### src/rtl/gl_vga_timing_gen.sv
// rtl/gl_vga_timing_gen.sv - parametrised VGA raster timing generator with 4-mode test pattern
// Optional macro GLVGA_BORDER_EN: forces a red one-pixel frame border over every pattern.
module gl_vga_timing_gen #(
    parameter int H_ACTIVE = 640,
    parameter int H_FP     = 16,
    parameter int H_SYNC   = 96,
    parameter int H_BP     = 48,
    parameter int V_ACTIVE = 480,
    parameter int V_FP     = 10,
    parameter int V_SYNC   = 2,
    parameter int V_BP     = 33,
    parameter int HS_POL   = 0,
    parameter int VS_POL   = 0,
    parameter int CE_DIV   = 2,
    parameter int CW       = 11
) (
    input  logic          clk,
    input  logic          reset,
    input  logic [1:0]    mode,
    output logic          ce_pix,
    output logic          HBlank,
    output logic          HSync,
    output logic          VBlank,
    output logic          VSync,
    output logic          de,
    output logic [CW-1:0] x,
    output logic [CW-1:0] y,
    output logic          frame_start,
    output logic [7:0]    vr,
    output logic [7:0]    vg,
    output logic [7:0]    vb
);

    localparam int H_TOTAL = H_ACTIVE + H_FP + H_SYNC + H_BP;
    localparam int V_TOTAL = V_ACTIVE + V_FP + V_SYNC + V_BP;
    localparam int BAR_W   = (H_ACTIVE / 8 > 0) ? H_ACTIVE / 8 : 1;

    localparam logic [CW-1:0] H_ACT_C  = CW'(H_ACTIVE);
    localparam logic [CW-1:0] H_EDGE_C = CW'(H_ACTIVE - 1);
    localparam logic [CW-1:0] H_LAST_C = CW'(H_TOTAL - 1);
    localparam logic [CW-1:0] HS_BEG_C = CW'(H_ACTIVE + H_FP);
    localparam logic [CW-1:0] HS_END_C = CW'(H_ACTIVE + H_FP + H_SYNC);
    localparam logic [CW-1:0] V_ACT_C  = CW'(V_ACTIVE);
    localparam logic [CW-1:0] V_EDGE_C = CW'(V_ACTIVE - 1);
    localparam logic [CW-1:0] V_LAST_C = CW'(V_TOTAL - 1);
    localparam logic [CW-1:0] VS_BEG_C = CW'(V_ACTIVE + V_FP);
    localparam logic [CW-1:0] VS_END_C = CW'(V_ACTIVE + V_FP + V_SYNC);
    localparam logic [CW-1:0] BAR_W_C  = CW'(BAR_W);
    localparam logic [CW-1:0] BAR_MAX  = CW'(7);
    localparam logic [3:0]    CDIV_MAX = 4'(CE_DIV - 1);
    localparam logic          HS_ON    = (HS_POL != 0);
    localparam logic          VS_ON    = (VS_POL != 0);

    logic [3:0]    cdiv_q, cdiv_d;
    logic          ce_pix_q, ce_pix_d;
    logic [CW-1:0] hc_q, hc_d;
    logic [CW-1:0] vc_q, vc_d;
    logic [7:0]    fcnt_q, fcnt_d;
    logic [1:0]    mode_q, mode_d;
    logic          hblank_q, hblank_d;
    logic          hsync_q, hsync_d;
    logic          vblank_q, vblank_d;
    logic          vsync_q, vsync_d;
    logic          de_q, de_d;
    logic [CW-1:0] x_q, x_d;
    logic [CW-1:0] y_q, y_d;
    logic          frame_start_q, frame_start_d;
    logic [7:0]    vr_q, vr_d;
    logic [7:0]    vg_q, vg_d;
    logic [7:0]    vb_q, vb_d;

    logic          h_act, v_act, hs_act, vs_act;
    logic          at_origin, h_last, v_last;
    logic [1:0]    mode_eff;
    logic [CW-1:0] bar_full;
    logic [2:0]    bar;
    logic [23:0]   pat;

    // Decode of the current raster position; registered one ce later below.
    always_comb begin
        h_act     = (hc_q < H_ACT_C);
        v_act     = (vc_q < V_ACT_C);
        hs_act    = (hc_q >= HS_BEG_C) && (hc_q < HS_END_C);
        vs_act    = (vc_q >= VS_BEG_C) && (vc_q < VS_END_C);
        at_origin = (hc_q == '0) && (vc_q == '0);
        h_last    = (hc_q == H_LAST_C);
        v_last    = (vc_q == V_LAST_C);
        // The new mode must already apply to pixel (0,0) of the frame it is latched for.
        mode_eff  = at_origin ? mode : mode_q;
        bar_full  = hc_q / BAR_W_C;
        bar       = (bar_full > BAR_MAX) ? 3'd7 : bar_full[2:0];
        pat       = 24'h000000;
        case (mode_eff)
            2'd0: pat = {{8{bar[2]}}, {8{bar[1]}}, {8{bar[0]}}};
            2'd1: pat = ((hc_q[2:0] == 3'd0) || (vc_q[2:0] == 3'd0) ||
                         (hc_q == H_EDGE_C) || (vc_q == V_EDGE_C)) ? 24'hFFFFFF : 24'h000000;
            2'd2: pat = (hc_q[4] ^ vc_q[4]) ? 24'hFFFFFF : 24'h0000FF;
            default: pat = {hc_q[7:0], vc_q[7:0], fcnt_q};
        endcase
`ifdef GLVGA_BORDER_EN
        if ((hc_q == '0) || (hc_q == H_EDGE_C) || (vc_q == '0) || (vc_q == V_EDGE_C)) begin
            pat = 24'hFF0000;
        end
`endif
    end

    always_comb begin
        cdiv_d        = (cdiv_q == CDIV_MAX) ? 4'd0 : cdiv_q + 4'd1;
        ce_pix_d      = (cdiv_q == CDIV_MAX);
        hc_d          = hc_q;
        vc_d          = vc_q;
        fcnt_d        = fcnt_q;
        mode_d        = mode_q;
        hblank_d      = hblank_q;
        hsync_d       = hsync_q;
        vblank_d      = vblank_q;
        vsync_d       = vsync_q;
        de_d          = de_q;
        x_d           = x_q;
        y_d           = y_q;
        frame_start_d = frame_start_q;
        vr_d          = vr_q;
        vg_d          = vg_q;
        vb_d          = vb_q;
        if (ce_pix_q) begin
            hc_d = h_last ? '0 : hc_q + 1'b1;
            if (h_last) begin
                vc_d = v_last ? '0 : vc_q + 1'b1;
            end
            if (h_last && v_last) begin
                fcnt_d = fcnt_q + 8'd1;
            end
            if (at_origin) begin
                mode_d = mode;
            end
            hblank_d      = ~h_act;
            vblank_d      = ~v_act;
            hsync_d       = hs_act ? HS_ON : ~HS_ON;
            vsync_d       = vs_act ? VS_ON : ~VS_ON;
            de_d          = h_act && v_act;
            x_d           = (h_act && v_act) ? hc_q : '0;
            y_d           = (h_act && v_act) ? vc_q : '0;
            frame_start_d = at_origin;
            {vr_d, vg_d, vb_d} = (h_act && v_act) ? pat : 24'h000000;
        end
    end

    always_ff @(posedge clk) begin
        if (reset) begin
            cdiv_q        <= 4'd0;
            ce_pix_q      <= 1'b0;
            hc_q          <= '0;
            vc_q          <= '0;
            fcnt_q        <= 8'd0;
            mode_q        <= 2'd0;
            hblank_q      <= 1'b1;
            hsync_q       <= ~HS_ON;
            vblank_q      <= 1'b1;
            vsync_q       <= ~VS_ON;
            de_q          <= 1'b0;
            x_q           <= '0;
            y_q           <= '0;
            frame_start_q <= 1'b0;
            vr_q          <= 8'd0;
            vg_q          <= 8'd0;
            vb_q          <= 8'd0;
        end else begin
            cdiv_q        <= cdiv_d;
            ce_pix_q      <= ce_pix_d;
            hc_q          <= hc_d;
            vc_q          <= vc_d;
            fcnt_q        <= fcnt_d;
            mode_q        <= mode_d;
            hblank_q      <= hblank_d;
            hsync_q       <= hsync_d;
            vblank_q      <= vblank_d;
            vsync_q       <= vsync_d;
            de_q          <= de_d;
            x_q           <= x_d;
            y_q           <= y_d;
            frame_start_q <= frame_start_d;
            vr_q          <= vr_d;
            vg_q          <= vg_d;
            vb_q          <= vb_d;
        end
    end

    assign ce_pix      = ce_pix_q;
    assign HBlank      = hblank_q;
    assign HSync       = hsync_q;
    assign VBlank      = vblank_q;
    assign VSync       = vsync_q;
    assign de          = de_q;
    assign x           = x_q;
    assign y           = y_q;
    assign frame_start = frame_start_q;
    assign vr          = vr_q;
    assign vg          = vg_q;
    assign vb          = vb_q;

endmodule

### config.mk
export PLATFORM = sky130hd
export DESIGN_NAME = gl_vga_timing_gen
export DESIGN_NICKNAME = d
export VERILOG_FILES = /design/src/rtl/gl_vga_timing_gen.sv
export SDC_FILE = /design/constraint.sdc
export NUM_CORES = 1
export LEC_CHECK = 0
export BUFFER_PORTS_ARGS = -buffer_cell sky130_fd_sc_hd__buf_2
export CAP_MARGIN = 10
export CORE_ASPECT_RATIO = 0.6
export CORE_MARGIN = 8
export CORE_UTILIZATION = 41
export DETAILED_ROUTE_END_ITERATION = 10
export PLACE_DENSITY = 0.63
export SLEW_MARGIN = 20
export SYNTH_ARGS = -nofsm -noshare
export SYNTH_HDL_FRONTEND = slang
export SYNTH_SLANG_ARGS = --single-unit
### constraint.sdc
create_clock -name clk -period 2.4 [get_ports clk]
set_input_delay 0.6 -clock clk [delete_from_list [all_inputs] [get_ports clk]]
set_output_delay 0.6 -clock clk [all_outputs]
set_load 0.01 [all_outputs]
==> reports/results.ini <==
[status]
status=complete, no violations

[logic_synthesis]
synth-seq-cells=89
synth_top_area_share_pct=45.3
avgSynthCellArea_sq_um=8.83
synth_edf_count=0
synth.area.top_cells=dfxtp_1 (45%), nor2_1 (6.3%), a22o_1 (4.2%), xor2_1 (4.2%), nand2_1 (3.8%)
synth_cell_type_count=54
synth.cell_area_sq_mm=0.00393
synth_seq_area_share_pct=45.3
syn-num-nets=456
yosys.area.top_type=dfxtp_1
synth_warnings=0
ys.flop_type=dfxtp_1
synth-async-reset-ratio_pct=0
syn_inst=445

[clock_tree]
cts_sinks=89
cts_max_level=3
clk_latency_ps=350
numCtsBuffers=9
cts-root-buf=clkbuf_16
ctsLongestPathBuffers=2
tritoncts=done
hold_buffers=0
clk_pin_slew_ps=60

[sta]
clock.fmax_mhz=425
maxSlewViolCount=0
setup_viol_count_final=0
timing.final.crit_period_ps=2350
fin_skew_ps=7.59
rsz0062_at_grt=yes
finalHoldViolations=0
fin_crit_sh_pct=98.0
relSlewSlack_pct=68.0
worst_pin_slew_ps=475

[power]
powerDensity_mw_per_mm2=702
leakagePower_nw=2.11
peakVddDrop_mv=0.358

[grt]
grt_use_total_pct=16.2
grt_pass1_wl_microns=16900
grt_antenna_before_repair=0
grt_max_degree=40
grt-ovfl-total=0
grt_pass1_vias=3323

[critical_path]
critical_path_required_ps=2630
slowest_delay_ps=520
crit_path_max_fanout=8
cp.arrival_ps=2580
start_kind=register
end_kind=register
criticalPathCategory=reg2reg
crit_chain=or4_4 -> or3_4 -> nor4_4 -> o21bai_2 -> o41ai_4 -> buf_6 -> o31ai_1
critPathSlowestCell=or4_4

[finish]
layout_commonest_cell=dfxtp_1
n_antenna_cell=0
fin_util_pct=52.8
final_cells=650
nNetsFinal=526
area_growth_pct=24.3
final_cell_mix=dfxtp_1 (85), nor2_1 (65), buf_2 (56)
final_layout_size_suffix_gt1_share_pct=26.2

[route]
drt_wl_total_microns=10200
vias=3380
wl_per_cell_microns=15.7
ant_nets=0
drc_errors=0
firstDrtPassIters=4
vias_per_cell=5.20
drt_iter0_markers=245

[floorplan]
ioPinCount=57
fp-row-count=27
start_util_pct=42.5
core-area_sq_mm=0.00926
die_h_microns=91.8
fp.dieW_microns=142
die_area_sq_mm=0.0131

[place]
portBuffers=56
dpl.hpwl_microns=7260
post-place-cells=632
gp_congestion=0.863

[flow_run]
drv_cap=0

[hold_path]
holdCritPathClass=reg2reg

[per-layer routing]
metal  part of all wire (%)  track usage, %
met5                      0               0
met4                    1.4            5.72
met3                    5.7            5.28
met2                     43            23.9
met1                     50            21.7
[path summary, 6_finish.rpt]
path / slack (ps) / start / depth (start not counted) / to
worst max-delay path: 50 / vc_q[6]$_SDFFE_PP0P_ / 7 / vb[2]$_SDFFE_PP0P_
worst min-delay path: 450 / vb[5]$_SDFFE_PP0P_ / 2 / vb[5]$_SDFFE_PP0P_
worst max register to register: 50 / vc_q[6]$_SDFFE_PP0P_ / 7 / vb[2]$_SDFFE_PP0P_
worst min register to register: 450 / vb[5]$_SDFFE_PP0P_ / 2 / vb[5]$_SDFFE_PP0P_
[cell families after synthesis]
logic type | share of synthesized area, %
and+or+nand+nor | 24.7
xor gates and xnor gates | 6.02
adders and majority gates | 2.23
buffers and inverters | 4.58
AOI/OAI and AO/OA | 15.3
muxes | 1.81
DFF | 45.3
[sequential cells by signal, indices dropped and copies added (netlist names)]
signal / count
y: 11
frame_start: 1
mode_q: 2
vc_q: 11
cdiv_q: 4
vb: 8
VSync: 1
hc_q: 11
HSync: 1
ce_pix: 1
x: 11
HBlank: 1
de: 1
fcnt_q: 8
vg: 8
vr: 8
VBlank: 1
[where the power goes]
group	total (mW)	internal, mW	switching [mW]	leakage, nW
registers	1.59	1.55	0.0407	0.723
clock network	1.44	0.864	0.581	0.149
logic	0.393	0.159	0.234	1.23
[repair_timing]
action | CTS | global route
setup buffers | 0 | 2
setup endpoints to repair | 0 | 24
gates resized for setup | 0 | 12
[synthesized netlist by cell type (9+ instances only)]
cell type / n
dfxtp_1: 89
nor2_1: 66
nand2_1: 40
o21ai_0: 26
clkbuf_1: 24
a22o_1: 19
xor2_1: 19
nand4_1: 12
a21oi_1: 10
inv_1: 10
nand2b_1: 9
nand3_1: 9
o31ai_1: 9
[critical path: cells and delay by family, from the launching register on]
kind / cells / cell delay, ps
and+or+nand+nor: 3 / 1160
AOI/OAI and AO/OA: 3 / 570
DFF: 1 / 320
buffers and inverters: 1 / 180
[area by class of cell]
cell class,instances,area (sq um)
fillers,902,4370
multi-input cells,312,2030
flip-flops and latches,89,1790
repair buffers,93,562
clock buffers,12,256
well taps,130,163
clock inverters,4,51.3
inverters,10,37.5
[through the flow]
stage	total power, mW	TNS [ps]	hold WS [ps]	worst slack (ps)	area (sq um)
after floorplan	1.85	0	456	7.41	3940
after global placement	1.99	-2710	430	-124	4510
after detailed placement	2.00	-3530	435	-210	4510
after CTS	3.45	0	456	19.8	4810
after global routing	3.58	-71.8	483	-18.6	4880
final	3.43	0	452	48.4	4880
(Power assumes the default switching activity.)
